File: config.mk
export PLATFORM = sky130hd
export DESIGN_NAME = multicycle_ctrl_unit
export DESIGN_NICKNAME = d
export VERILOG_FILES = /design/src/rtl/cpu_defs_pkg.sv /design/src/rtl/alu_op_decode.sv /design/src/rtl/multicycle_ctrl_unit.sv
export SDC_FILE = /design/constraint.sdc
export NUM_CORES = 1
export LEC_CHECK = 0
export CAP_MARGIN = 20
export CORE_ASPECT_RATIO = 1.1
export CORE_MARGIN = 1.5
export CORE_UTILIZATION = 45
export CTS_CLUSTER_SIZE = 16
export DETAILED_ROUTE_END_ITERATION = 10
export PLACE_DENSITY_LB_ADDON = 0.08
export SYNTH_ARGS = -nofsm -noshare
export SYNTH_HDL_FRONTEND = slang
export SYNTH_SLANG_ARGS = --single-unit
File: constraint.sdc
create_clock -name CLK -period 2.7 [get_ports CLK]
set_input_delay 0.27 -clock CLK [delete_from_list [all_inputs] [get_ports CLK]]
set_output_delay 0.27 -clock CLK [all_outputs]
set_load 0.01 [all_outputs]
File: src/rtl/cpu_defs_pkg.sv
// Shared definitions for the multi-cycle CPU control path.
// Contents:
//   - field widths (opcode, ALU op)
//   - opcode constants and ALU operation codes
//   - FSM state encoding (also driven onto the debug state port)
//   - PC source select codes
//   - instruction class enum plus op_class(), which maps a raw opcode onto
//     the sequencing class the FSM cares about. Unknown opcodes map to C_NOP.
package cpu_defs_pkg;

  localparam int CPU_OP_W    = 6;
  localparam int CPU_ALUOP_W = 3;

  localparam logic [CPU_OP_W-1:0] OP_ADD   = 6'b000000;
  localparam logic [CPU_OP_W-1:0] OP_SUB   = 6'b000001;
  localparam logic [CPU_OP_W-1:0] OP_ADDIU = 6'b000010;
  localparam logic [CPU_OP_W-1:0] OP_ANDI  = 6'b010000;
  localparam logic [CPU_OP_W-1:0] OP_AND   = 6'b010001;
  localparam logic [CPU_OP_W-1:0] OP_ORI   = 6'b010010;
  localparam logic [CPU_OP_W-1:0] OP_OR    = 6'b010011;
  localparam logic [CPU_OP_W-1:0] OP_SLL   = 6'b011000;
  localparam logic [CPU_OP_W-1:0] OP_SLTI  = 6'b011100;
  localparam logic [CPU_OP_W-1:0] OP_SW    = 6'b100110;
  localparam logic [CPU_OP_W-1:0] OP_LW    = 6'b100111;
  localparam logic [CPU_OP_W-1:0] OP_BEQ   = 6'b110000;
  localparam logic [CPU_OP_W-1:0] OP_BNE   = 6'b110001;
  localparam logic [CPU_OP_W-1:0] OP_BLTZ  = 6'b110010;
  localparam logic [CPU_OP_W-1:0] OP_J     = 6'b111000;
  localparam logic [CPU_OP_W-1:0] OP_HALT  = 6'b111111;

  localparam logic [CPU_ALUOP_W-1:0] ALU_ADD  = 3'd0;
  localparam logic [CPU_ALUOP_W-1:0] ALU_SUB  = 3'd1;
  localparam logic [CPU_ALUOP_W-1:0] ALU_AND  = 3'd2;
  localparam logic [CPU_ALUOP_W-1:0] ALU_OR   = 3'd3;
  localparam logic [CPU_ALUOP_W-1:0] ALU_SLL  = 3'd4;
  localparam logic [CPU_ALUOP_W-1:0] ALU_SLTI = 3'd5;

  localparam logic [1:0] PC_SEQ = 2'd0;  // PC+4
  localparam logic [1:0] PC_BR  = 2'd1;  // branch target
  localparam logic [1:0] PC_JMP = 2'd2;  // jump target

  typedef enum logic [2:0] {
    S_IF   = 3'b000,
    S_ID   = 3'b001,
    S_EXE  = 3'b010,
    S_MEM  = 3'b011,
    S_WB   = 3'b100,
    S_HALT = 3'b111
  } state_t;

  typedef enum logic [3:0] {
    C_NOP, C_RTYPE, C_IMM, C_LW, C_SW, C_BEQ, C_BNE, C_BLTZ, C_J, C_HALT
  } iclass_t;

  function automatic iclass_t op_class(input logic [CPU_OP_W-1:0] op);
    iclass_t c;
    case (op)
      OP_ADD, OP_SUB, OP_AND, OP_OR, OP_SLL: c = C_RTYPE;
      OP_ADDIU, OP_ANDI, OP_ORI, OP_SLTI:    c = C_IMM;
      OP_LW:   c = C_LW;
      OP_SW:   c = C_SW;
      OP_BEQ:  c = C_BEQ;
      OP_BNE:  c = C_BNE;
      OP_BLTZ: c = C_BLTZ;
      OP_J:    c = C_J;
      OP_HALT: c = C_HALT;
      default: c = C_NOP;
    endcase
    return c;
  endfunction

endpackage

File: src/rtl/alu_op_decode.sv
// Combinational opcode -> datapath select decode.
// Ports:
//   opcode  in  IR[31:26]
//   aluOp   out ALU operation
//   ALUSrcA out 0 rs, 1 shamt (sll only)
//   ALUSrcB out 0 rt, 1 extended immediate
//   ExtSel  out 0 zero-extend, 1 sign-extend
//   RegDst  out 1 for R-type (write rd), 0 otherwise
// Pure decode; the FSM decides in which states these values reach the pins.
module alu_op_decode
  import cpu_defs_pkg::*;
#(
  parameter int OP_W    = CPU_OP_W,
  parameter int ALUOP_W = CPU_ALUOP_W
) (
  input  logic [OP_W-1:0]    opcode,
  output logic [ALUOP_W-1:0] aluOp,
  output logic               ALUSrcA,
  output logic               ALUSrcB,
  output logic               ExtSel,
  output logic               RegDst
);

  always_comb begin
    aluOp   = ALU_ADD;
    ALUSrcA = 1'b0;
    ALUSrcB = 1'b0;
    ExtSel  = 1'b0;
    RegDst  = 1'b0;
    case (opcode)
      OP_ADD:   RegDst = 1'b1;
      OP_SUB:   begin aluOp = ALU_SUB; RegDst = 1'b1; end
      OP_AND:   begin aluOp = ALU_AND; RegDst = 1'b1; end
      OP_OR:    begin aluOp = ALU_OR;  RegDst = 1'b1; end
      OP_SLL:   begin aluOp = ALU_SLL; ALUSrcA = 1'b1; RegDst = 1'b1; end
      OP_ADDIU: begin ALUSrcB = 1'b1; ExtSel = 1'b1; end
      OP_ANDI:  begin aluOp = ALU_AND; ALUSrcB = 1'b1; end
      OP_ORI:   begin aluOp = ALU_OR;  ALUSrcB = 1'b1; end
      OP_SLTI:  begin aluOp = ALU_SLTI; ALUSrcB = 1'b1; ExtSel = 1'b1; end
      OP_LW, OP_SW: begin ALUSrcB = 1'b1; ExtSel = 1'b1; end
      // bltz compares rs against $0 through the rt port (rt field is 0)
      OP_BEQ, OP_BNE, OP_BLTZ: begin aluOp = ALU_SUB; ExtSel = 1'b1; end
      default: ;
    endcase
  end

endmodule

File: src/rtl/multicycle_ctrl_unit.sv
// Multi-cycle control FSM: sequences each instruction through IF/ID/EXE/MEM/WB,
// drives the ALU op and datapath selects, resolves branches from Zero/Sign.
// Ports:
//   CLK, Reset          clock, async active-high reset
//   opcode              IR[31:26], stable from ID onward
//   Zero, Sign          ALU flags, only looked at in EXE
//   PCWre, IRWre        PC / IR write enables
//   PCSrc               0 PC+4, 1 branch, 2 jump
//   ALUSrcA/B, ExtSel, aluOp   datapath selects, live in EXE/MEM/WB
//   RegWre, RegDst, WrRegDSrc  register write-back control (WB only)
//   mRD, mWR            data memory strobes (MEM only)
//   state               current FSM state for debug
// Only the state register is sequential; every output is decoded from
// state + opcode (+ flags in EXE), and forced low while Reset is high so an
// aborted instruction can never leave a partial write behind.
module multicycle_ctrl_unit
  import cpu_defs_pkg::*;
#(
  parameter int OP_W    = CPU_OP_W,
  parameter int ALUOP_W = CPU_ALUOP_W
) (
  input  logic               CLK,
  input  logic               Reset,
  input  logic [OP_W-1:0]    opcode,
  input  logic               Zero,
  input  logic               Sign,
  output logic               PCWre,
  output logic               IRWre,
  output logic [1:0]         PCSrc,
  output logic               ALUSrcA,
  output logic               ALUSrcB,
  output logic               ExtSel,
  output logic [ALUOP_W-1:0] aluOp,
  output logic               RegWre,
  output logic               RegDst,
  output logic               WrRegDSrc,
  output logic               mRD,
  output logic               mWR,
  output logic [2:0]         state
);

  state_t  cur, nxt;
  iclass_t cls;

  logic [ALUOP_W-1:0] dec_aluop;
  logic               dec_srca, dec_srcb, dec_ext, dec_regdst;

  alu_op_decode #(.OP_W(OP_W), .ALUOP_W(ALUOP_W)) u_dec (
    .opcode  (opcode),
    .aluOp   (dec_aluop),
    .ALUSrcA (dec_srca),
    .ALUSrcB (dec_srcb),
    .ExtSel  (dec_ext),
    .RegDst  (dec_regdst)
  );

  assign cls   = op_class(opcode);
  assign state = cur;

  always_ff @(posedge CLK or posedge Reset) begin
    if (Reset) cur <= S_IF;
    else       cur <= nxt;
  end

  always_comb begin
    nxt = S_IF;
    case (cur)
      S_IF: nxt = S_ID;
      S_ID: begin
        case (cls)
          C_J, C_NOP: nxt = S_IF;
          C_HALT:     nxt = S_HALT;
          default:    nxt = S_EXE;
        endcase
      end
      S_EXE: begin
        case (cls)
          C_LW, C_SW:       nxt = S_MEM;
          C_RTYPE, C_IMM:   nxt = S_WB;
          default:          nxt = S_IF;  // branches finish here
        endcase
      end
      S_MEM:   nxt = (cls == C_LW) ? S_WB : S_IF;
      S_WB:    nxt = S_IF;
      S_HALT:  nxt = S_HALT;
      default: nxt = S_IF;  // unused encodings recover to fetch
    endcase
  end

  always_comb begin
    PCWre     = 1'b0;
    IRWre     = 1'b0;
    PCSrc     = PC_SEQ;
    ALUSrcA   = 1'b0;
    ALUSrcB   = 1'b0;
    ExtSel    = 1'b0;
    aluOp     = '0;
    RegWre    = 1'b0;
    RegDst    = 1'b0;
    WrRegDSrc = 1'b0;
    mRD       = 1'b0;
    mWR       = 1'b0;
    if (!Reset) begin
      // ALU controls are set up in EXE and held so MEM/WB see a stable result
      if (cur == S_EXE || cur == S_MEM || cur == S_WB) begin
        aluOp   = dec_aluop;
        ALUSrcA = dec_srca;
        ALUSrcB = dec_srcb;
        ExtSel  = dec_ext;
      end
      case (cur)
        S_IF: IRWre = 1'b1;
        S_ID: begin
          case (cls)
            C_J:     begin PCWre = 1'b1; PCSrc = PC_JMP; end
            C_NOP:   PCWre = 1'b1;
            default: ;
          endcase
        end
        S_EXE: begin
          case (cls)
            C_BEQ:   begin PCWre = 1'b1; PCSrc = Zero ? PC_BR : PC_SEQ; end
            C_BNE:   begin PCWre = 1'b1; PCSrc = Zero ? PC_SEQ : PC_BR; end
            C_BLTZ:  begin PCWre = 1'b1; PCSrc = Sign ? PC_BR : PC_SEQ; end
            default: ;
          endcase
        end
        S_MEM: begin
          if (cls == C_SW) begin
            mWR   = 1'b1;
            PCWre = 1'b1;
          end else if (cls == C_LW) begin
            mRD = 1'b1;
          end
        end
        S_WB: begin
          RegWre    = 1'b1;
          PCWre     = 1'b1;
          RegDst    = dec_regdst;
          WrRegDSrc = (cls == C_LW);
        end
        default: ;  // HALT: everything stays low
      endcase
    end
  end

endmodule

==> out/metrics.cfg <==
[synth]
synth_ff_type=dfrtp_1
synth_top_area_share_pct=9.04
yosys-top-cells-area=dfrtp_1, ha_1, nand2b_1, nor4_1, nand2_1
synth-edff-count=0
yosys.cell_types.count=51
synth_fp_nets=126
synth_area_um2=831
synth-seq-cells=3
synth.most_common_cell=nand2_1
syn_area_per_cell_um2=7.48
synth_top_cell_by_area=dfrtp_1
ys_seq_area_share_pct=9.04
synth-async-reset-ratio_pct=100
yosysWarnings=0
synth_cells=111
ys_top_cells_by_count=nand2_1, nand2b_1, nor3_1, nor4_1

[clocking]
clkLatencyLatePin_ps=240
cts_tree=built
clockBufferDepth=2
clkSinkCount=3
clkTransAtPathRegs_ps=40
htree_levels=1
cts_buffers=3
postCtsHoldBufs=0
cts_root_buf=clkbuf_4

[power_and_ir_drop]
power_uw=579
swShare_pct=47.7
leakagePower_uw=0.000661
power_frac_comb_pct=60.2
ir_drop_mv=0.543
p_switching_uw=276
cellInternalPower_uw=303
clockPowerShare_pct=14.0
seq_power_share_pct=25.8
power_density_nw_per_um2=418

[route]
wirelength_um=2670
viasPerCell=5.87
drtIter0Drc=8
vias=1044
dr.pass1.iters=4
post-route-drc-count=0
ant_nets=0
wl_per_cell_um=15.0

[sta]
fmax_mhz=384
tightest_slew_ps=528
tns_ps=0
slew_viol_final=0
rsz0062_at_grt=false
finClkSkew_ps=0.479
max-slew-margin-rel_pct=64.8
hold_violations=0
min_period_ps=2600
setup_violations=0
finalCritPeriodShare_pct=96.4

[grt]
grt_usage_pct=26.2
grt_pass1_vias=918
grt_pass1_wl_um=4130
grt_max_degree=17
antenna_found_initial=0
gr-total-overflow=0

[critical_path]
critPathKind=in -> out
start_kind=input pin
cpPeakStageDelay_ps=530
cpLargestDelayFamily=buffers and inverters
slowest_stage=or4_4
crit_arrival_ps=2330
critPathRequiredTime_ps=2430
crit_fanout=3
worstSetupEndpointType=output pin
path_buf_inv=3
path_cells=clkdlybuf4s50_1, or4_4, a21oi_4, o32ai_4, buf_6, mux2_2, o211a_1, clkdlybuf4s15_1

[floorplan]
die-area_um2=2110
ios=28
start_util_pct=47.2
die_h_um=48.1
rows=16
fp.coreArea_um2=1760
die_w_um=44.0

[placement]
dp.cells=172
io_buffers=27
gp_congestion=0.892
placed_area_um2=1270
hpwl_um=1980

[job]
maxCapViolations=0

[cells_and_area]
finalNonFillerCells=178
num-nets-final=176
finish.instance_area_um2=1380
fillers=121
drive_above_1_share_pct=32.5
largest_reg_flops=3
diodes=0
area_growth_pct=66.4

[outcome]
status=finished clean

[min_path]
hp-class=in -> async

[worst paths after layout]
kind / start / endpoint / slack (ps) / cells past startpoint
worst min register to register: state[1]$_DFF_PP0_ / state[1]$_DFF_PP0_ / 800 / 2
worst max register to register: state[2]$_DFF_PP0_ / state[2]$_DFF_PP0_ / 1390 / 3
min in group CLK: state[1]$_DFF_PP0_ / state[1]$_DFF_PP0_ / 800 / 2
max in group asynchronous: Reset / state[1]$_DFF_PP0_ / 2110 / 2
worst min-delay path: Reset / state[2]$_DFF_PP0_ / 410 / 2
worst max-delay path: opcode[4] / PCSrc[0] / 100 / 8
[kinds of logic after synthesis]
kind of cell,Yosys count,share of synthesized area [%]
muxes,5,6.33
DFF,3,9.04
xor gates and xnor gates,2,2.11
buffers and inverters,13,7.23
AOI/OAI and AO/OA,29,29.5
adders and majority gates,5,7.53
and+or+nand+nor,54,38.3
[stage by stage]
| step | util, % | worst slack, ps | hold slack (ps) |
|---|---|---|---|
| after floorplan | - | 560 | 40.1 |
| after global placement | 71.9 | -473 | 657 |
| after detailed placement | 71.9 | -505 | 662 |
| after CTS | 76.6 | 0.361 | 410 |
| after global routing | 78.5 | 32.2 | 459 |
| final | 78.5 | 97.5 | 412 |
[layout by cell type (no fill, tap or decap), drive strengths merged, types with 2 or more instances in the layout]
| master | n |
|---|---|
| nor3 | 7 |
| o21ai | 4 |
| a21boi | 2 |
| clkbuf | 4 |
| nand3 | 5 |
| nor2 | 5 |
| and3b | 2 |
| or3b | 3 |
| o31a | 2 |
| a31oi | 2 |
| nor4 | 6 |
| nand2b | 7 |
| nand2 | 9 |
| or4 | 2 |
| clkdlybuf4s50 | 13 |
| mux2 | 2 |
| xnor2 | 2 |
| buf | 30 |
| dlymetal6s2s | 4 |
| inv | 4 |
| dfrtp | 3 |
| ha | 5 |
| mux2i | 3 |
| dlygate4sd2 | 6 |
| o41ai | 2 |
| a21oi | 5 |
| o22ai | 2 |
[power groups by stage]
stage / Clock [µW] / Combinational [µW] / Sequential, µW
floorplan: 0 / 225 / 97.1
global placement: 0 / 328 / 141
detailed placement: 0 / 332 / 141
CTS: 83.9 / 345 / 143
global route: 84.1 / 383 / 159
finish: 81.1 / 348 / 149
[repair_timing]
item / in CTS / in global routing
hold endpoints to repair: 0 / 0
setup endpoints to repair: 10 / 6
setup buffers: 2 / 0
resized for setup: 30 / 11
pin swaps: 7 / 4
[metal layers]
metal	up-vias	GRT usage (%)	part of all wire, %
met3	4	3.77	2.1
li1	519	-	-
met5	-	0	0
met4	0	4.85	1.5
met1	501	31.5	42
met2	20	50.3	54
[layout make-up]
cell class	instances	area (µm²)	share of cell area [%]
Timing Repair Buffer	54	475	34.4
Tap cell	18	22.5	1.63
Sequential cell	3	75.1	5.43
Multi-Input combinational cell	95	768	55.6
Clock buffer	4	26.3	1.90
Inverter	4	15.0	1.09
No activity file was read; power rests on OpenSTA's default activity.
